==> config.mk <==
export PLATFORM = sky130hd
export DESIGN_NAME = hazard_tracker
export DESIGN_NICKNAME = d
export VERILOG_FILES = /design/src/rtl/hazard_tracker_pkg.sv /design/src/rtl/md_busy_ctr.sv /design/src/rtl/hazard_tracker.sv
export SDC_FILE = /design/constraint.sdc
export NUM_CORES = 1
export LEC_CHECK = 0
export ABC_AREA = 1
export BUFFER_PORTS_ARGS = -buffer_cell sky130_fd_sc_hd__buf_2
export CORE_MARGIN = 5
export CORE_UTILIZATION = 54
export DETAILED_ROUTE_END_ITERATION = 12
export GPL_ROUTABILITY_DRIVEN = 0
export GPL_TIMING_DRIVEN = 0
export PLACE_DENSITY = 0.84
export SLEW_MARGIN = 5
export SYNTH_ARGS = -nofsm -noshare
export SYNTH_HDL_FRONTEND = slang
export SYNTH_SLANG_ARGS = --single-unit
export TNS_END_PERCENT = 50
==> constraint.sdc <==
create_clock -name clk -period 5.1 [get_ports clk]
set_input_delay 1.53 -clock clk [delete_from_list [all_inputs] [get_ports clk]]
set_output_delay 1.53 -clock clk [all_outputs]
set_load 0.1 [all_outputs]
==> src/rtl/hazard_tracker_pkg.sv <==
// Shared definitions for the operand-forwarding producer and the forwarding selector.
// Result-source codes, the "operand not read" Tuse marker and the result-source-to-Tnew mapping.
package hazard_tracker_pkg;

    typedef enum logic [1:0] {
        NW  = 2'b00,
        ALU = 2'b01,
        DM  = 2'b10,
        PC  = 2'b11
    } res_t;

    localparam logic [1:0] TUSE_NONE = 2'd3;

    // Cycles, counted from entry to E, until the result can be forwarded.
    function automatic logic [1:0] res_to_tnew(input logic [1:0] res);
        logic [1:0] tnew;
        tnew = 2'd0;
        case (res)
            ALU:     tnew = 2'd1;
            DM:      tnew = 2'd2;
            default: tnew = 2'd0;
        endcase
        return tnew;
    endfunction

endpackage

==> src/rtl/md_busy_ctr.sv <==
// Load/decrement occupancy counter for the multi-cycle mult/div unit.
// Busy covers the issue cycle in E plus the programmed number of follow-on cycles.
module md_busy_ctr #(
    parameter int MULT_CYC = 5,
    parameter int DIV_CYC  = 10
) (
    input  logic clk,
    input  logic reset,
    input  logic start,
    input  logic div,
    output logic busy
);

    localparam int MAX_CYC = (MULT_CYC > DIV_CYC) ? MULT_CYC : DIV_CYC;
    localparam int CW      = $clog2(MAX_CYC + 1);

    logic [CW-1:0] count_reg;
    logic [CW-1:0] count_next;

    always_comb begin
        count_next = count_reg;
        if (start) begin
            count_next = div ? CW'(DIV_CYC) : CW'(MULT_CYC);
        end else if (count_reg != '0) begin
            count_next = count_reg - CW'(1);
        end
    end

    always_ff @(posedge clk) begin
        if (reset) begin
            count_reg <= '0;
        end else begin
            count_reg <= count_next;
        end
    end

    assign busy = start || (count_reg != '0);

endmodule

==> src/rtl/hazard_tracker.sv <==
// Producer side of operand forwarding: carries a3/res/Tnew down E, M, W and
// raises the D-stage stall for uncoverable register hazards or a busy mult/div unit.
module hazard_tracker
    import hazard_tracker_pkg::*;
#(
    parameter int MULT_CYC = 5,
    parameter int DIV_CYC  = 10
) (
    input  logic       clk,
    input  logic       reset,
    input  logic [4:0] a1_d,
    input  logic [4:0] a2_d,
    input  logic [1:0] tuse_rs_d,
    input  logic [1:0] tuse_rt_d,
    input  logic [4:0] a3_d,
    input  logic [1:0] res_d,
    input  logic       md_start_d,
    input  logic       md_div_d,
    input  logic       md_use_d,
    output logic [4:0] a3_e,
    output logic [4:0] a3_m,
    output logic [4:0] a3_w,
    output logic [1:0] res_e,
    output logic [1:0] res_m,
    output logic [1:0] res_w,
    output logic [1:0] tnew_e,
    output logic [1:0] tnew_m,
    output logic       md_busy,
    output logic       stall
);

    logic       md_start_e;
    logic       md_div_e;
    logic [4:0] src_a    [2];
    logic [1:0] src_tuse [2];
    logic [1:0] hazard_src;
    logic       hazard_md;

    assign src_a[0]    = a1_d;
    assign src_a[1]    = a2_d;
    assign src_tuse[0] = tuse_rs_d;
    assign src_tuse[1] = tuse_rt_d;

    // The youngest matching producer (E) decides; M is consulted only when E misses.
    for (genvar gi = 0; gi < 2; gi++) begin : g_src
        logic hit_e;
        logic hit_m;
        assign hit_e = (src_a[gi] == a3_e);
        assign hit_m = (src_a[gi] == a3_m);
        assign hazard_src[gi] = (src_a[gi] != 5'd0) && (src_tuse[gi] != TUSE_NONE) &&
                                (hit_e ? (tnew_e > src_tuse[gi])
                                       : (hit_m && (tnew_m > src_tuse[gi])));
    end

    assign hazard_md = md_use_d && md_busy;
    assign stall     = (|hazard_src) || hazard_md;

    always_ff @(posedge clk) begin
        if (reset) begin
            a3_e       <= 5'd0;
            res_e      <= 2'd0;
            tnew_e     <= 2'd0;
            md_start_e <= 1'b0;
            md_div_e   <= 1'b0;
            a3_m       <= 5'd0;
            res_m      <= 2'd0;
            tnew_m     <= 2'd0;
            a3_w       <= 5'd0;
            res_w      <= 2'd0;
        end else begin
            if (stall) begin
                a3_e       <= 5'd0;
                res_e      <= 2'd0;
                tnew_e     <= 2'd0;
                md_start_e <= 1'b0;
                md_div_e   <= 1'b0;
            end else begin
                a3_e       <= a3_d;
                res_e      <= res_d;
                tnew_e     <= res_to_tnew(res_d);
                md_start_e <= md_start_d;
                md_div_e   <= md_div_d;
            end
            a3_m   <= a3_e;
            res_m  <= res_e;
            tnew_m <= (tnew_e != 2'd0) ? (tnew_e - 2'd1) : 2'd0;
            a3_w   <= a3_m;
            res_w  <= res_m;
        end
    end

    md_busy_ctr #(
        .MULT_CYC(MULT_CYC),
        .DIV_CYC (DIV_CYC)
    ) u_md_busy_ctr (
        .clk  (clk),
        .reset(reset),
        .start(md_start_e),
        .div  (md_div_e),
        .busy (md_busy)
    );

endmodule

### Yosys cells after proc, flatten, opt, wreduce, memory -nomap -nowiden

Cells that the tools add are included.

* input port bits: 26
* output and inout bits: 27
* logic and storage cells: 49
* register bits after elaboration: 31

* eq/ne operators: 8
* muxes and demuxes: 6
* add/subtract/negate cells: 2
* bitwise operators: 1
* reductions and logical operators: 17
* order comparisons: 4

Operator list (count)
* $eq 5x5->1: 4
* $mux 4: 3
* $reduce_bool 5->1: 2
* $gt 2x2->1: 4
* $logic_and 1x1->1: 7
* $reduce_or 2->1: 3
* $ne 2x2->1 const B: 2
* $pmux 2 s2: 1
* $reduce_bool 2->1: 2
* $reduce_bool 4->1: 1
* $sub 4x1->4 const B: 1
* $eq 2x1->1 const B: 1
* $eq 2x2->1 const B: 1
* $logic_or 1x1->1: 2
* $mux 1: 2
* $sub 2x1->2 const B: 1
* $not 1->1: 1

### Longest topological paths before layout

* depth after elaboration: 7
* depth in mapped cells: 12
* gate-level depth less buffers: 11

### Hierarchy

From an unflattened synthesis, not the netlist that was laid out.

* cells, all modules: 241
* area, all modules: 1675.4 um^2

By module, submodules not included
* hazard_tracker: times used 1, area each 1401.3 um^2, cells each 201, sequential area each 540.5 um^2
* md_busy_ctr: times used 1, area each 274.0 um^2, cells each 40, sequential area each 80.1 um^2

### Worst setup path after synthesis

Ideal clock, no wire load.

* path type: input to output
* start: input tuse_rt_d[1]
* end: output stall
* data arrival time: 3.040 ns
* required time: 3.570 ns
* buffers on the path: 0
* setup slack: 0.530 ns
* stages: 9
* cell sequence: inv_1 -> ha_1 -> nand2_1 -> o21ai_0 -> nor2_1 -> nand3_1 -> nand2_1 -> nand3_2 -> nand3_1

* longest elaborated chain between the ends: 6
* elaborated cells on any way between the ends: 9
* classes of those cells: order compare (2); eq/ne (1); mux (1); reduce/logical (5)

RTL lines
* from (decl): line hazard_tracker.sv:14 `input logic [1:0] tuse_rt_d,`
* $gt 2x2->1: line hazard_tracker.sv:52 `: (hit_m && (tnew_m > src_tuse[gi])));`
* $logic_and 1x1->1: line hazard_tracker.sv:52
* $mux 1: line hazard_tracker.sv:51 `(hit_e ? (tnew_e > src_tuse[gi])`
* $logic_and 1x1->1 (*): line hazard_tracker.sv:50 `assign hazard_src[gi] = (src_a[gi] != 5'd0) && (src_tuse[gi] != TUSE_NONE) &&`
* $reduce_or 2->1 (*): line hazard_tracker.sv:56 `assign stall = (|hazard_src) || hazard_md;`
* $logic_or 1x1->1 (*): line hazard_tracker.sv:56
* to (decl): line hazard_tracker.sv:29 `output logic stall`

Every way passes the cells marked *; elsewhere a longest branch is shown, timed or not.

### Final worst setup path

* start: input tuse_rs_d[1]
* end: output stall

* longest elaborated chain between the ends: 6
* elaborated cells on any way between the ends: 9
* classes of those cells: order compare (2); eq/ne (1); mux (1); reduce/logical (5)

RTL lines
* from (decl): line hazard_tracker.sv:13 `input logic [1:0] tuse_rs_d,`
* $gt 2x2->1: line hazard_tracker.sv:52
* $logic_and 1x1->1: line hazard_tracker.sv:52
* $mux 1: line hazard_tracker.sv:51
* $logic_and 1x1->1 (*): line hazard_tracker.sv:50
* $reduce_or 2->1 (*): line hazard_tracker.sv:56
* $logic_or 1x1->1 (*): line hazard_tracker.sv:56

Marks and branches as above.

==> results.md <==
* Status: completed
* Via/cell ratio at 4.71
* Io pins at 53
* FF+latch count, synth at 31
* Cts hold-fix bufs at 0
* Slowest stage delay, CP at 0.42 ns
* Worst skew pair latency at 0.32 ns
* Post-synth ARST share at 0
* CP arrival at 3.04 ns
* Switching Fraction at 0.489
* Worst path required time at 3.57 ns
* Final Hold Fails at 0
* Max-slew violation count at 0
* Initial antenna violation count at 0
* Die Y-Extent at 64.6 microns
* Final net count at 322
* Final WL at 3.42 mm
* Synth Instances at 227
* Class of the worst hold path: register to register
* Antenna cells at 0
* Post-DP Area at 1900 sq um
* Primary FF master, synth: dfxtp_1
* Clk root buf: clkbuf_4
* Clock sink count at 31
* Worst VDD drop at 0.000330 V
* Crit path launch type: input port
* Post-Syn Area at 1610 sq um
* Max Clk Rate at 0.219 GHz
* Synth unique cells at 21
* Most frequent CP cell: nand2_1
* H-tree depth at 2
* Clock transition at path regs at 0.08 ns
* Setup TNS at 0 ns
* Worst slew pin tran at 0.490 ns
* Setup Skew at 0.0144 ns
* Core Region at 2810 sq um
* Vias in the first global route at 1299
* RSZ-0062 raised after global routing: false
* Synth top area cells: dfxtp_1 (39%), inv_1 (12%), nand2_1 (12%), ha_1 (8.5%), nor2_1 (5.4%)
* Setup Viol. Count Final at 0
* Routed via count at 1488
* Total congestion overflow at 0
* P&R area growth vs syn at 21.8%
* Crit-path max FO at 2
* Comb pwr share at 0.477
* CTS tree: done
* ANT nets after route at 0
* WHS Path Cells at 2
* Total GRT Usage at 0.172
* Critical path capture point type: primary output
* Sequential power share at 0.358
* Post-synth top area share at 0.385
* Switch Pwr at 0.412 mW
* First-pass GRT wire length at 5.60 mm
* CTS Buf Count at 5
* Pint at 0.431 mW
* Chip width at 64.6 microns
* 1st-iter DRT viols at 108
* Critical-path top delay cell: buf_2
* Tmin final at 4.57 ns
* Mean Syn Cell Area at 7.09 sq um
* Deepest clock path buffer count at 2
* DIE AREA at 4170 sq um
* Area leader, netlist: dfxtp_1
* Leak pwr at 1.11 nW
* EDFF count, synth at 0
* Syn_nets at 264
* Post-cts resize count at 0
* Top Registers: a3_e x5, a3_m x5, a3_w x5
* Fin crit share at 0.896
* First-pass DRT Iterations at 5
* Drt wl/cell at 10.8 microns
* Yosys warnings at 0
* PortBufs at 51
* Drt drc at 0
* Maxcap violations at 0
* Fraction of layout cells with a size suffix above 1 at 0.267
* Worst-case reg-to-reg path depth at 11
* Cells along the critical path: buf_2, inv_1, ha_1, nand2_1, nand3_1, nor3_1, nand2_1, nand2_1, nand3_2, nand3_1, buf_2
* Sequential-to-total area share from yosys stat at 0.385
* PwrDens at 430 nW/um^2
* Finished Cell Area at 1960 sq um
* Rel. slew slack at 0.676
* Std-Cell Rows at 19
* Starting Density at 0.574
* Critical path class: input port to primary output
* Detail Placement HPWL at 2.86 mm
* Largest net degree at the start of global routing at 11
* Clock power share at 0.165
* Setup Buffers After CTS at 0
placed cells by master (no fill, tap or decap), types with 5 or more instances in the layout:
cell,Yosys,routed
o21ai_0,10,10
nor2_2,11,11
nand3_1,7,7
nand4_1,5,5
nor2_1,23,23
nand2_1,50,50
dfxtp_1,31,31
a21oi_1,5,5
nor3_1,5,5
buf_2,0,51
ha_1,11,11
inv_1,52,52
clkbuf_4,0,5
worst max-delay path, delay by kind of cell:
| kind | cells | cell delay (ns) |
|---|---|---|
| adder cells (fa/ha/maj) | 1 | 0.30 |
| AND/OR/NAND/NOR | 7 | 0.65 |
| buffers and inverters | 3 | 0.56 |
area by class of cell:
class	count	area, sq um
timing repair buffer	51	255
fill	247	845
tap	31	38.8
clock inverter	1	5.00
sequential	31	621
multi-input combinational	140	768
inverter	53	199
clock buffer	6	51.3
buffer	3	22.5
cell families (layout without fill, tap and decap cells):
family                   after synthesis  after routing  synth area share
XOR/XNOR                               8              8            0.0435
buffers and inverters                 56            114             0.138
AO/OA/AOI/OAI                         16             16            0.0513
flip-flops                            31             31             0.385
adder cells (fa/ha/maj)               11             11            0.0855
AND/OR/NAND/NOR                      105            105             0.297
power by group through the flow:
| stage | registers (mW) | clock network (mW) | logic [mW] |
|---|---|---|---|
| 3_3_place_gp | 0.307 | 0 | 0.396 |
| 6_report | 0.302 | 0.139 | 0.403 |
| 4_1_cts | 0.301 | 0.143 | 0.405 |
| 3_5_place_dp | 0.307 | 0 | 0.404 |
| 2_1_floorplan | 0.428 | 0 | 0.212 |
| 5_1_grt | 0.307 | 0.158 | 0.434 |
per-stage QoR:
stage | worst slack [ns] | utilization | cells | power, mW | hold slack, ns
final | 0.529 | 0.699 | 316 | 0.843 | 0.428
after global routing | 0.395 | 0.699 | 316 | 0.899 | 0.451
after CTS | 0.527 | 0.699 | 316 | 0.849 | 0.433
after detailed placement | 0.522 | 0.679 | 309 | 0.711 | 0.419
after global placement | 0.553 | 0.679 | 309 | 0.703 | 0.409
after floorplan | 0.530 | - | 227 | 0.640 | 0.470
path summary, 6_finish.rpt:
| check | endpoint | start | slack, ns |
|---|---|---|---|
| setup / recovery | stall | tuse_rs_d[1] | 0.53 |
| hold / removal | res_w[1] | res_m[1] | 0.43 |
| setup reg to reg | res_e[1] | tnew_m[0] | 3.43 |
| hold reg to reg | res_w[1] | res_m[1] | 0.43 |
metal layers:
| layer | GRT usage | wire length [microns] |
|---|---|---|
| met2 | 0.287 | 1590 |
| met4 | 0.0660 | 58 |
| met5 | 0 | 0 |
| met3 | 0.0570 | 287 |
| met1 | 0.204 | 1480 |
cells in the mapped netlist, types with 2 or more instances:
cell type  count
xor2_1         4
nand2_1       50
dfxtp_1       31
xnor2_1        4
nand3_1        7
inv_1         52
ha_1          11
nor2_2        11
nor3_1         5
nor2_1        23
nand4_1        5
o21ai_0       10
nand3_2        2
a21oi_1        5
Power figures use the tool's default switching activity.
